`src/rtl/mem_arbiter.sv`:
```
// Shared main-memory sequencer: arbitrates I-cache line fills against D-cache fills/writes
// and returns the pipelined read words to whichever side currently holds the grant.
module mem_arbiter #(
   parameter int MEM_LAT    = 4,
   parameter int LINE_WORDS = 8
) (
   input  logic                            clk,
   input  logic                            rst,
   input  logic                            i_req,
   input  logic [15:0]                     i_addr,
   input  logic                            d_req,
   input  logic                            d_we,
   input  logic [15:0]                     d_addr,
   input  logic [15:0]                     d_wdata,
   output logic                            i_valid,
   output logic                            d_valid,
   output logic [$clog2(LINE_WORDS)-1:0]   word_idx,
   output logic [15:0]                     rdata,
   output logic                            i_done,
   output logic                            d_done,
   output logic                            mem_en,
   output logic                            mem_wr,
   output logic [15:0]                     mem_addr,
   output logic [15:0]                     mem_wdata,
   input  logic [15:0]                     mem_rdata,
   input  logic                            mem_valid
);
   localparam int IDX_W   = $clog2(LINE_WORDS);
   localparam int OFF_W   = IDX_W + 1;
   localparam int CNT_W   = IDX_W + 1;
   localparam int FLUSH_W = $clog2(MEM_LAT + 1);

   localparam logic [CNT_W-1:0]   LAST_RET   = CNT_W'(LINE_WORDS - 1);
   localparam logic [CNT_W-1:0]   ALL_ISSUED = CNT_W'(LINE_WORDS);
   localparam logic [FLUSH_W-1:0] FLUSH_END  = FLUSH_W'(MEM_LAT - 1);

   typedef enum logic [2:0] {
      FLUSH   = 3'd0,
      IDLE    = 3'd1,
      I_FILL  = 3'd2,
      D_FILL  = 3'd3,
      D_WRITE = 3'd4
   } arbState;

   arbState             stateReg, stateNext;
   logic [FLUSH_W-1:0]  flushCntReg, flushCntNext;
   logic [CNT_W-1:0]    issueCntReg, issueCntNext;
   logic [CNT_W-1:0]    retCntReg, retCntNext;
   logic [15:1]         addrReg, addrNext;
   logic [15:0]         wdataReg, wdataNext;
   logic                lastDReg, lastDNext;

   logic                grantD;
   logic                grantI;
   logic                fillState;
   logic                lastReturn;

   // D wins a tie unless it was the most recent grant, so I waits at most one D op
   assign grantD     = d_req && (!i_req || !lastDReg);
   assign grantI     = i_req && !grantD;
   assign fillState  = (stateReg == I_FILL) || (stateReg == D_FILL);
   assign lastReturn = mem_valid && (retCntReg == LAST_RET);

   // Byte-select bit 0 never reaches memory
   logic unusedAddrBits;
   assign unusedAddrBits = ^{i_addr[0], d_addr[0]};

   always_ff @(posedge clk) begin
      if (rst) begin
         stateReg    <= FLUSH;
         flushCntReg <= '0;
         issueCntReg <= '0;
         retCntReg   <= '0;
         addrReg     <= '0;
         wdataReg    <= '0;
         lastDReg    <= 1'b0;
      end else begin
         stateReg    <= stateNext;
         flushCntReg <= flushCntNext;
         issueCntReg <= issueCntNext;
         retCntReg   <= retCntNext;
         addrReg     <= addrNext;
         wdataReg    <= wdataNext;
         lastDReg    <= lastDNext;
      end
   end

   always_comb begin
      stateNext    = stateReg;
      flushCntNext = flushCntReg;
      issueCntNext = issueCntReg;
      retCntNext   = retCntReg;
      addrNext     = addrReg;
      wdataNext    = wdataReg;
      lastDNext    = lastDReg;
      case (stateReg)
         FLUSH: begin
            // Returns still in flight from before reset land here and are dropped
            if (flushCntReg == FLUSH_END) begin
               stateNext    = IDLE;
               flushCntNext = '0;
            end else begin
               flushCntNext = flushCntReg + 1'b1;
            end
         end
         IDLE: begin
            issueCntNext = '0;
            retCntNext   = '0;
            if (grantD) begin
               stateNext = d_we ? D_WRITE : D_FILL;
               addrNext  = d_addr[15:1];
               wdataNext = d_wdata;
               lastDNext = 1'b1;
            end else if (grantI) begin
               stateNext = I_FILL;
               addrNext  = i_addr[15:1];
               lastDNext = 1'b0;
            end
         end
         I_FILL, D_FILL: begin
            if (issueCntReg != ALL_ISSUED) begin
               issueCntNext = issueCntReg + 1'b1;
            end
            if (mem_valid) begin
               retCntNext = retCntReg + 1'b1;
            end
            if (lastReturn) begin
               stateNext = IDLE;
            end
         end
         D_WRITE: begin
            stateNext = IDLE;
         end
         default: begin
            stateNext = FLUSH;
         end
      endcase
   end

   always_comb begin
      i_valid   = 1'b0;
      d_valid   = 1'b0;
      word_idx  = '0;
      rdata     = '0;
      i_done    = 1'b0;
      d_done    = 1'b0;
      mem_en    = 1'b0;
      mem_wr    = 1'b0;
      mem_addr  = '0;
      mem_wdata = '0;
      // Reset gates every output so an aborted op cannot emit anything in its last cycle
      if (!rst) begin
         if (fillState) begin
            if (issueCntReg != ALL_ISSUED) begin
               mem_en   = 1'b1;
               mem_addr = {addrReg[15:OFF_W], issueCntReg[IDX_W-1:0], 1'b0};
            end
            if (mem_valid) begin
               rdata    = mem_rdata;
               word_idx = retCntReg[IDX_W-1:0];
               if (stateReg == I_FILL) begin
                  i_valid = 1'b1;
                  i_done  = lastReturn;
               end else begin
                  d_valid = 1'b1;
                  d_done  = lastReturn;
               end
            end
         end else if (stateReg == D_WRITE) begin
            mem_en    = 1'b1;
            mem_wr    = 1'b1;
            mem_addr  = {addrReg, 1'b0};
            mem_wdata = wdataReg;
            d_done    = 1'b1;
         end
      end
   end
endmodule

```
`config.mk`:
```
export PLATFORM = sky130hd
export DESIGN_NAME = mem_arbiter
export DESIGN_NICKNAME = d
export VERILOG_FILES = /design/src/rtl/mem_arbiter.sv
export SDC_FILE = /design/constraint.sdc
export NUM_CORES = 1
export LEC_CHECK = 0
export CAP_MARGIN = 25
export CORE_ASPECT_RATIO = 0.9
export CORE_MARGIN = 1.5
export CORE_UTILIZATION = 43
export DETAILED_ROUTE_END_ITERATION = 8
export PLACE_DENSITY = 0.94
export SYNTH_ARGS = -nofsm -noshare
export SYNTH_HDL_FRONTEND = slang
export SYNTH_SLANG_ARGS = --single-unit
```
`constraint.sdc`:
```
create_clock -name clk -period 1.98 [get_ports clk]
set_input_delay 0.198 -clock clk [delete_from_list [all_inputs] [get_ports clk]]
set_output_delay 0.198 -clock clk [all_outputs]
set_load 0.05 [all_outputs]
```
### Yosys cells after proc, flatten, opt, wreduce, memory -nomap -nowiden

Cells that the tools add are included.

* add/subtract/negate cells: 3
* equal/unequal tests: 12
* muxes and demuxes: 50
* reductions and logical operators: 17

Operators with widths (count)
* two-way mux 16 bit: 10
* two-way mux 15 bit: 2
* two-way mux 3 bit: 9
* two-way mux 1 bit: 24
* case mux 4 bit (2 select lines): 2
* case mux 3 bit (4 select lines): 1
* == test 3 x 2 -> 1 bit, second input constant: 3
* adder 4 x 1 -> 4 bit, second input constant: 2
* two-way mux 4 bit: 2
* inequality test 2 bit, second input constant: 4
* AND reduction 2 bit: 4
* == test 4 x 3 -> 1 bit, second input constant: 1
* inequality test 4 bit, second input constant: 1
* nonzero test 2 bit: 2
* adder 3 x 1 -> 3 bit, second input constant: 1
* == test 3 x 1 -> 1 bit, second input constant: 1
* == test 3 bit, second input constant: 1
* logical AND 1 bit: 3
* logical NOT 1 bit: 3
* logical NOT 3 bit: 1
* inequality test 3 bit, second input constant: 1
* AND reduction 3 bit: 1
* logical OR 1 bit: 2
* OR reduction 2 bit: 1

* register bits: 46
* input bits: 70
* output and inout bits: 57
* logic and storage cells: 89

### Logic depth before layout (Yosys ltp)

Gate-level depths: netlist of the first run.

* word-level depth: 8
* depth in mapped cells: 7
* gate-level depth less buffers: 6

### Worst setup path before layout of the first run

OpenSTA, ideal clock, no wires.

* kind: reg2out
* from: reg stateReg[1]
* to: out i_done
* data arrival time: 2.340 ns
* data required time: 1.782 ns
* path slack: -0.558 ns
* stages on the path, launching flop included: 5
* path buffers: 1
* cell sequence: dfxtp_1 nor2b_1 buf_2 nand2_1 nor4_1

* cells in the longest elaborated chain, start to end: 5
* elaborated cells between the ends (all ways): 7
* classes of those cells: eq/ne (2); mux (4); reduce/logical (1)

Ends and longest elaborated chain
* from (decl): line 45 `arbState stateReg, stateNext;`
* from (signal assigned): line 78 `stateReg <= stateNext;`
* == test 3 x 2 -> 1 bit: line 61, 161
* two-way mux 1 bit: line 161 `if (stateReg == I_FILL) begin`
* two-way mux 1 bit: line 158 `if (mem_valid) begin`
* two-way mux 1 bit *: line 153 `if (fillState) begin`
* two-way mux 1 bit *: line 152 `if (!rst) begin`
* to (decl): line 19 `output logic i_done,`

Mark *: on every way between the ends. The rest lies on a longest branch, timed or not.

### Worst setup path after layout of the first run

* from: reg issueCntReg[1]
* to: out mem_addr[8]

* cells in the longest elaborated chain, start to end: 4

Ends and longest elaborated chain
* from (decl): line 47 `logic [CNT_W-1:0] issueCntReg, issueCntNext;`
* from (signal assigned): line 80 `issueCntReg <= issueCntNext;`
* inequality test 4 bit: line 154 `if (issueCntReg != ALL_ISSUED) begin`
* two-way mux 16 bit: line 154
* two-way mux 16 bit: line 153
* two-way mux 16 bit: line 152
* to (decl): line 23 `output logic [15:0] mem_addr,`

No other way between the ends.

==> impl_table.tex, run 1 <==
\begin{tabular}{lr}
\hline
Metric & Value \\
\hline
\multicolumn{2}{l}{\textbf{Worst setup path}} \\
Destination of the worst register-to-register timing path & issueCntReg[2] \\
Count of buffer and inverter cells on the critical path & 2 \\
Start point of the critical path & issueCntReg[1] \\
Critical path type & flip-flop to output port \\
Setup slack of the most critical reg-to-reg path & 0.15 ns \\
Slowest-stage cell, CP & sky130\_fd\_sc\_hd\_\_dfxtp\_4 \\
CP Data Arrival Time & 1.83 ns \\
Setup crit end kind & output port \\
Biggest fanout along the worst timing path & 7 \\
Biggest cell delay along the critical path & 0.38 ns \\
Number of logic stages on the critical path including buffering & 7 \\
Worst reg2reg path depth & 5 \\
Sequence of cells on the critical path & inv\_4, ha\_4, nand3b\_1, a21oi\_4, nor2\_4, and2\_4, buf\_12 \\
Nature of the critical path startpoint & flip-flop \\
Family with the most delay on the worst path & simple AND/OR/NAND/NOR gates \\
Endpoint of the most critical setup path & mem\_addr[8] \\
Startpoint of the most critical register-to-register path & stateReg[0] \\
Worst Path Required & 1.78 ns \\
\multicolumn{2}{l}{\textbf{Route}} \\
DRT Wirelength & 11100 µm \\
Number of detailed-routing iterations run before antenna repair & 5 \\
Post-route DRC & 0 \\
Via Count & 3021 \\
First DRT Iteration DRCs & 305 \\
WL/cell & 22.0 µm \\
Number of nets with antenna violations after routing & 0 \\
Routed vias/inst & 6.01 \\
\multicolumn{2}{l}{\textbf{Power and ir drop}} \\
Int Power & 1.85 mW \\
Relative contribution of combinational cells to total power & 0.398 \\
Peak supply drop & 0.545 mV \\
Part of the power in the clock network & 0.207 \\
Share of total power consumed by net switching & 0.384 \\
Static leakage & 1.78 nW \\
Switching power total & 1.15 mW \\
Proportion of power drawn by flip-flops and latches & 0.396 \\
Power per cell area & 639 nW/µm² \\
\multicolumn{2}{l}{\textbf{Cells and area}} \\
Number of filler cells placed in the layout & 232 \\
Share of layout cells above drive strength 1 & 0.356 \\
Register area & 927 µm² \\
Combined area of the multi-input logic cells & 1550 µm² \\
Total number of nets in the final design & 509 \\
Final Instance Count excl. Fillers & 503 \\
Antenna Diode Count & 0 \\
Layout Area Growth over Synthesis & 93.2\% \\
\multicolumn{2}{l}{\textbf{Die}} \\
Number of core rows & 25 \\
Initial Utilization & 0.454 \\
Die X & 82.2 µm \\
DIE AREA & 6110 µm² \\
IO Pins & 127 \\
Y dimension of the die & 74.3 µm \\
Area inside the core boundary & 5350 µm² \\
\multicolumn{2}{l}{\textbf{Synthesis}} \\
Synthesis Warnings & 0 \\
Post-synthesis xor/xnor area fraction & 0.0108 \\
Cell area after synthesis & 2430 µm² \\
Mean Syn Cell Area & 8.09 µm² \\
Async set or reset register ratio after synthesis & 0 \\
Largest cells by area after synthesis & sky130\_fd\_sc\_hd\_\_dfxtp\_1 38\%, sky130\_fd\_sc\_hd\_\_and2\_1 12\%, sky130\_fd\_sc\_hd\_\_nand2\_1 6.2\% \\
Main combinational cell family by area after synthesis & simple AND/OR/NAND/NOR gates \\
Post-synthesis share of cell area spent on full adders, half adders and majority gates & 0.0206 \\
Leading cell types by count after synthesis & 48 x sky130\_fd\_sc\_hd\_\_and2\_1, 46 x sky130\_fd\_sc\_hd\_\_dfxtp\_1, 40 x sky130\_fd\_sc\_hd\_\_nand2\_1 \\
Main synth FF type & sky130\_fd\_sc\_hd\_\_dfxtp\_1 \\
Number of nets produced by synthesis & 374 \\
Share of the yosys chip area belonging to registers & 0.379 \\
Number of enable flip-flop cells after synthesis & 0 \\
Compound-cell area share of the yosys netlist & 0.212 \\
\#FFs+latches synth & 46 \\
Most common cell in the synthesized netlist & sky130\_fd\_sc\_hd\_\_and2\_1 \\
Post-Synthesis Cells & 300 \\
Fraction of synthesized cell area taken by the top area cell type & 0.379 \\
Multiplexer fraction of the synthesized cell area & 0.0124 \\
Netlist cell types & 48 \\
Cell type with the highest aggregate area in the netlist & sky130\_fd\_sc\_hd\_\_dfxtp\_1 \\
Simple-gate share of the synthesized area & 0.304 \\
\multicolumn{2}{l}{\textbf{Global routing}} \\
Antenna violations before repair & 0 \\
Global-route wire length before repair & 13700 µm \\
Maximum number of pins on one net before global-route repair & 22 \\
Vias in the first global route & 2777 \\
Total grt overflow & 0 \\
GRT Total Usage & 0.299 \\
\multicolumn{2}{l}{\textbf{Outcome}} \\
Failing checks & setup timing \\
Result of the run & finished with violations \\
\multicolumn{2}{l}{\textbf{Clock network}} \\
Deepest clock path buffer count & 2 \\
Clk\_lat worst skew & 0.31 ns \\
Count of H-tree levels built during CTS & 2 \\
Root buf cell & sky130\_fd\_sc\_hd\_\_clkbuf\_8 \\
Clock-pin slew on the worst setup and hold paths & 0.09 ns \\
CTS tree & yes \\
Clock sinks & 46 \\
Number of buffers inserted during clock tree synthesis & 5 \\
Hold buffer count at CTS & 0 \\
\multicolumn{2}{l}{\textbf{STA}} \\
Period utilisation layout & 1.03 \\
Final setup viols & 34 \\
Minimum clock period after layout & 2.03 ns \\
Final critical-path setup slack & -0.0509 ns \\
Number of endpoints with negative hold slack in the final report & 0 \\
Max-slew violation total from the final report & 0 \\
Worst Clk Skew & 0.00710 ns \\
Actual slew at the worst max-slew pin & 0.595 ns \\
Worst slew margin & 0.602 \\
Total Negative Setup Slacks & -0.615 ns \\
Timing-limited maximum frequency & 492 MHz \\
\multicolumn{2}{l}{\textbf{Placed design}} \\
Global placer's final weighted congestion & 0.844 \\
Placed Cells & 485 \\
Setup slack at placement & -0.102 ns \\
Sum of net half-perimeters after detailed placement & 5860 µm \\
\# port buffers & 123 \\
\multicolumn{2}{l}{\textbf{Run}} \\
MaxCap Viol Count & 0 \\
\multicolumn{2}{l}{\textbf{Worst hold path}} \\
Worst min-delay path category & input port to flip-flop \\
\hline
\end{tabular}
[power groups by stage]
stage | clock network (mW) | registers (mW) | logic, mW
after floorplan | 0 | 1.16 | 0.671
after global placement | 0 | 1.17 | 0.954
after detailed placement | 0 | 1.18 | 1.01
after CTS | 0.606 | 1.16 | 1.06
after global routing | 0.653 | 1.19 | 1.26
final | 0.619 | 1.19 | 1.19
[worst min path at each step]
stage	startpoint	end	slack, ns	cells past startpoint
6_report	d_wdata[9]	wdataReg[9]	0.43	3
5_1_grt	d_wdata[7]	wdataReg[7]	0.43	3
4_1_cts	d_wdata[9]	wdataReg[9]	0.43	3
3_5_place_dp	wdataReg[9]	wdataReg[9]	0.44	2
3_3_place_gp	wdataReg[7]	wdataReg[7]	0.44	2
2_1_floorplan	d_wdata[0]	wdataReg[0]	0.33	2
[cells in the final DEF, fill, tap and decap left out, drive strengths merged, types with 2 or more instances in the layout]
| cell type | count |
|---|---|
| dfxtp | 46 |
| mux2i | 3 |
| nand4b | 2 |
| nand2b | 2 |
| a21oi | 23 |
| and2 | 48 |
| nor4 | 2 |
| o21ai | 2 |
| buf | 81 |
| o31ai | 2 |
| ha | 4 |
| a211oi | 16 |
| nor3b | 3 |
| nand2 | 41 |
| nor2 | 31 |
| clkdlybuf4s50 | 66 |
| nor3 | 3 |
| o22ai | 16 |
| inv | 10 |
| nand3 | 5 |
| a22oi | 3 |
| xor2 | 2 |
| clkbuf | 7 |
[worst min-delay path, cell delays in order]
cell and delay (ns):
sky130_fd_sc_hd__clkdlybuf4s50_1 0.39, sky130_fd_sc_hd__nand2_1 0.05, sky130_fd_sc_hd__a21oi_1 0.05
[layout make-up]
cell class | count | area share
Timing Repair Buffer | 147 | 0.427
Tap cell | 67 | 0.0179
Clock inverter | 1 | 0.00107
Multi-Input combinational cell | 225 | 0.329
Clock buffer | 7 | 0.0184
Sequential cell | 46 | 0.198
Inverter | 10 | 0.00854
[cell families (layout without fill, tap and decap cells)]
| logic type | count (synthesis) | count (layout) |
|---|---|---|
| AOI/OAI and AO/OA | 71 | 71 |
| xor gates and xnor gates | 3 | 3 |
| adders and majority gates | 4 | 4 |
| buffers and inverters | 30 | 165 |
| DFF | 46 | 46 |
| muxes | 3 | 3 |
| other | 1 | 1 |
| and+or+nand+nor | 142 | 143 |
[repair_timing]
action                     in CTS  in global routing
setup endpoints to repair      35                 51
resized for setup              22                 41
setup buffers                   5                  3
cloned                          1                  1
pin swaps                       3                 14
[metrics by stage]
step / hold WS, ns / cell area (µm²) / util / power, mW
after floorplan: 0.334 / 2440 / - / 1.83
after global placement: 0.437 / 4330 / 0.809 / 2.12
after CTS: 0.430 / 4550 / 0.850 / 2.82
after detailed placement: 0.442 / 4330 / 0.809 / 2.19
after global routing: 0.432 / 4690 / 0.877 / 3.10
final: 0.429 / 4690 / 0.877 / 3.00
[routing by layer]
layer	track usage	vias up	wire [µm]
met2	0.519	235	5460
met1	0.343	1423	3950
met4	0.122	0	677
met5	0	-	0
li1	-	1293	-
met3	0.0847	70	973
[flip-flops by register name, indices dropped and copies added, names as in the netlist]
name and cells:
retCntReg 4, issueCntReg 4, wdataReg 16, lastDReg 1
stateReg 3, flushCntReg 3, addrReg 15
No activity file was read; power rests on OpenSTA's default activity.
==> run 2, diff against run 1 <==
--- a/config.mk
+++ b/config.mk
@@ -11,6 +11,7 @@
 export CORE_UTILIZATION = 43
 export DETAILED_ROUTE_END_ITERATION = 8
 export PLACE_DENSITY = 0.94
+export REMOVE_ABC_BUFFERS = 1
 export SYNTH_ARGS = -nofsm -noshare
 export SYNTH_HDL_FRONTEND = slang
 export SYNTH_SLANG_ARGS = --single-unit
==> run 2 against run 1 <==
The run still ends with setup timing left. Clock skew rose by 0.0015 ns. Sequential power about the same. Worst hold slack worse by 0.13 ns. Clock power hardly changed.
==> impl_table.tex, run 2 (synthesis results as in run 1) <==
\begin{tabular}{lr}
\hline
Metric & Value \\
\hline
\multicolumn{2}{l}{\textbf{Cells and area}} \\
Biggest regs & wdataReg: 16 flops, addrReg: 15 flops (unchanged) \\
Most common library cell in the layout ignoring fill and taps & sky130\_fd\_sc\_hd\_\_clkdlybuf4s50\_1 (unchanged) \\
Flip-flop count of the largest register after layout & 16 (unchanged) \\
Commonest cells after routing, fill and taps aside & 66 x sky130\_fd\_sc\_hd\_\_clkdlybuf4s50\_1, 57 x sky130\_fd\_sc\_hd\_\_buf\_12, 44 x sky130\_fd\_sc\_hd\_\_dfxtp\_1, 39 x sky130\_fd\_sc\_hd\_\_nand2\_1, 31 x sky130\_fd\_sc\_hd\_\_and2\_4 (was 66 x sky130\_fd\_sc\_hd\_\_clkdlybuf4s50\_1, 58 x sky130\_fd\_sc\_hd\_\_buf\_12, 43 x sky130\_fd\_sc\_hd\_\_dfxtp\_1, 38 x sky130\_fd\_sc\_hd\_\_nand2\_1, 32 x sky130\_fd\_sc\_hd\_\_and2\_4) \\
Antenna Diode Count & 0 (unchanged) \\
Layout Area Growth over Synthesis & 91.5\% (was 93.2\%) \\
Post-layout utilization of the core & 0.869 (was 0.877) \\
Number of filler cells placed in the layout & 255 (was 232) \\
Total number of nets in the final design & 511 (was 509) \\
Share of layout cells above drive strength 1 & 0.347 (was 0.356) \\
Register with the most flip-flops & wdataReg (unchanged) \\
\multicolumn{2}{l}{\textbf{Placed design}} \\
\# port buffers & 123 (unchanged) \\
Sum of net half-perimeters after detailed placement & 6070 µm (was 5860 µm) \\
Global placer's final weighted congestion & 0.813 (was 0.844) \\
\multicolumn{2}{l}{\textbf{STA}} \\
Max-slew violation total from the final report & 0 (unchanged) \\
Period utilisation layout & 1.02 (was 1.03) \\
Final hold slack & 0.295 ns (was 0.429 ns) \\
Unrepaired setup endpoints after global routing & yes \\
Total Negative Setup Slacks & -0.0416 ns (was -0.615 ns) \\
Final critical-path setup slack & -0.0321 ns (was -0.0509 ns) \\
Number of endpoints with negative hold slack in the final report & 0 (unchanged) \\
Minimum clock period after layout & 2.01 ns (was 2.03 ns) \\
Worst slew margin & 0.594 (was 0.602) \\
Final setup viols & 4 (was 34) \\
Actual slew at the worst max-slew pin & 0.607 ns (was 0.595 ns) \\
Timing-limited maximum frequency & 497 MHz (was 492 MHz) \\
Worst Clk Skew & 0.00862 ns (was 0.00710 ns) \\
\multicolumn{2}{l}{\textbf{Route}} \\
WL/cell & 18.3 µm (was 22.0 µm) \\
Post-route DRC & 0 (unchanged) \\
Routed vias/inst & 5.62 (was 6.01) \\
First DRT Iteration DRCs & 144 (was 305) \\
Number of detailed-routing iterations run before antenna repair & 4 (was 5) \\
DRT Wirelength & 9240 µm (was 11100 µm) \\
Via Count & 2840 (was 3021) \\
Number of nets with antenna violations after routing & 0 (unchanged) \\
\multicolumn{2}{l}{\textbf{Global routing}} \\
Vias in the first global route & 2815 (was 2777) \\
Maximum number of pins on one net before global-route repair & 31 (was 22) \\
GRT Total Usage & 0.276 (was 0.299) \\
Global-route wire length before repair & 12800 µm (was 13700 µm) \\
Total grt overflow & 0 (unchanged) \\
Antenna violations before repair & 0 (unchanged) \\
\multicolumn{2}{l}{\textbf{Clock network}} \\
Clk\_lat worst skew & 0.30 ns (was 0.31 ns) \\
Deepest clock path buffer count & 2 (unchanged) \\
Clock-pin slew on the worst setup and hold paths & 0.08 ns (was 0.09 ns) \\
Clock sinks & 46 (unchanged) \\
CTS tree & yes (unchanged) \\
Root buf cell & sky130\_fd\_sc\_hd\_\_clkbuf\_8 (unchanged) \\
Number of buffers inserted during clock tree synthesis & 5 (unchanged) \\
Count of H-tree levels built during CTS & 2 (unchanged) \\
\multicolumn{2}{l}{\textbf{Worst setup path}} \\
Sequence of cells on the critical path & inv\_1, ha\_2, nand3b\_1, a21oi\_4, nor2\_4, and2\_1, buf\_12 (was inv\_4, ha\_4, nand3b\_1, a21oi\_4, nor2\_4, and2\_4, buf\_12) \\
Slowest-stage cell, CP & sky130\_fd\_sc\_hd\_\_dfxtp\_1 (was sky130\_fd\_sc\_hd\_\_dfxtp\_4) \\
Biggest cell delay along the critical path & 0.32 ns (was 0.38 ns) \\
Setup crit end kind & output port (unchanged) \\
Nature of the critical path startpoint & flip-flop (unchanged) \\
Critical path type & flip-flop to output port (unchanged) \\
CP Data Arrival Time & 1.81 ns (was 1.83 ns) \\
Biggest fanout along the worst timing path & 7 (unchanged) \\
Worst Path Required & 1.78 ns (about the same) \\
\multicolumn{2}{l}{\textbf{Outcome}} \\
Failing checks & setup timing (unchanged) \\
Result of the run & finished with violations (unchanged) \\
\multicolumn{2}{l}{\textbf{Die}} \\
Number of core rows & 25 (unchanged) \\
Area inside the core boundary & 5350 µm² (unchanged) \\
Die X & 82.2 µm (unchanged) \\
IO Pins & 127 (unchanged) \\
Initial Utilization & 0.454 (unchanged) \\
DIE AREA & 6110 µm² (unchanged) \\
Y dimension of the die & 74.3 µm (unchanged) \\
\multicolumn{2}{l}{\textbf{Power and ir drop}} \\
Static leakage & 1.76 nW (was 1.78 nW) \\
Overall power consumption & 2.92 mW (was 3.00 mW) \\
Power per cell area & 628 nW/µm² (was 639 nW/µm²) \\
Peak supply drop & 0.674 mV (was 0.545 mV) \\
\multicolumn{2}{l}{\textbf{Worst hold path}} \\
Worst min-delay path category & input port to flip-flop (unchanged) \\
\multicolumn{2}{l}{\textbf{Run}} \\
MaxCap Viol Count & 0 (unchanged) \\
\hline
\end{tabular}
## run 2: critical path, delay by kind of cell, from the launching register on
family | cells | cell delay, ns
and+or+nand+nor | 3 | 0.51
AOI/OAI and AO/OA | 1 | 0.29
buffers and inverters | 2 | 0.22
DFF | 1 | 0.32
adders and majority gates | 1 | 0.18
## run 2: final timing paths
path	endpoint	cells past startpoint	slack [ns]	start
setup / recovery	mem_addr[12]	7	-0.03	issueCntReg[1]
hold / removal	retCntReg[1]	2	0.29	rst
setup reg to reg	addrReg[13]	5	0.36	stateReg[0]
hold reg to reg	wdataReg[0]	2	0.46	wdataReg[0]
## run 2: power by group
| group | switching [mW] | internal (mW) |
|---|---|---|
| combinational | 0.631 | 0.487 |
| sequential | 0.106 | 1.08 |
| clock | 0.335 | 0.281 |
| total | 1.07 | 1.85 |
## run 2: timing repair
| action | CTS | global route |
|---|---|---|
| cloned | 0 | 1 |
| pin swaps | 2 | 2 |
| setup endpoints to repair | 34 | 52 |
| buffers inserted | 3 | 2 |
| gates resized for setup | 5 | 45 |
| hold buffers | 0 | 0 |
## run 2: per-stage QoR
step           instance area [µm²]  setup slack, ns  std cells
3_5_place_dp                  4360           -0.155        491
5_1_grt                       4650          -0.0662        505
3_3_place_gp                  4360           0.0263        491
4_1_cts                       4500          -0.0575        502
2_1_floorplan                 2320           -0.976        280
6_report                      4650          -0.0321        505
## run 2: area by class of cell
type                            instances  area [µm²]  share of cell area
Clock inverter                          2        12.5             0.00269
Inverter                               10        37.5             0.00808
Timing Repair Buffer                  149        2010               0.431
Multi-Input combinational cell        225        1500               0.323
Clock buffer                            6        82.6              0.0178
Sequential cell                        46         923               0.199
Tap cell                               67        83.8              0.0180
## run 2: metal layers
metal,routed length [µm],global-route usage,up-vias,share of wire
met5,0,0,-,0
met4,388,0.124,0,0.042
met3,711,0.0626,36,0.077
met2,4960,0.520,165,0.54
met1,3180,0.288,1342,0.34
li1,-,-,1297,-
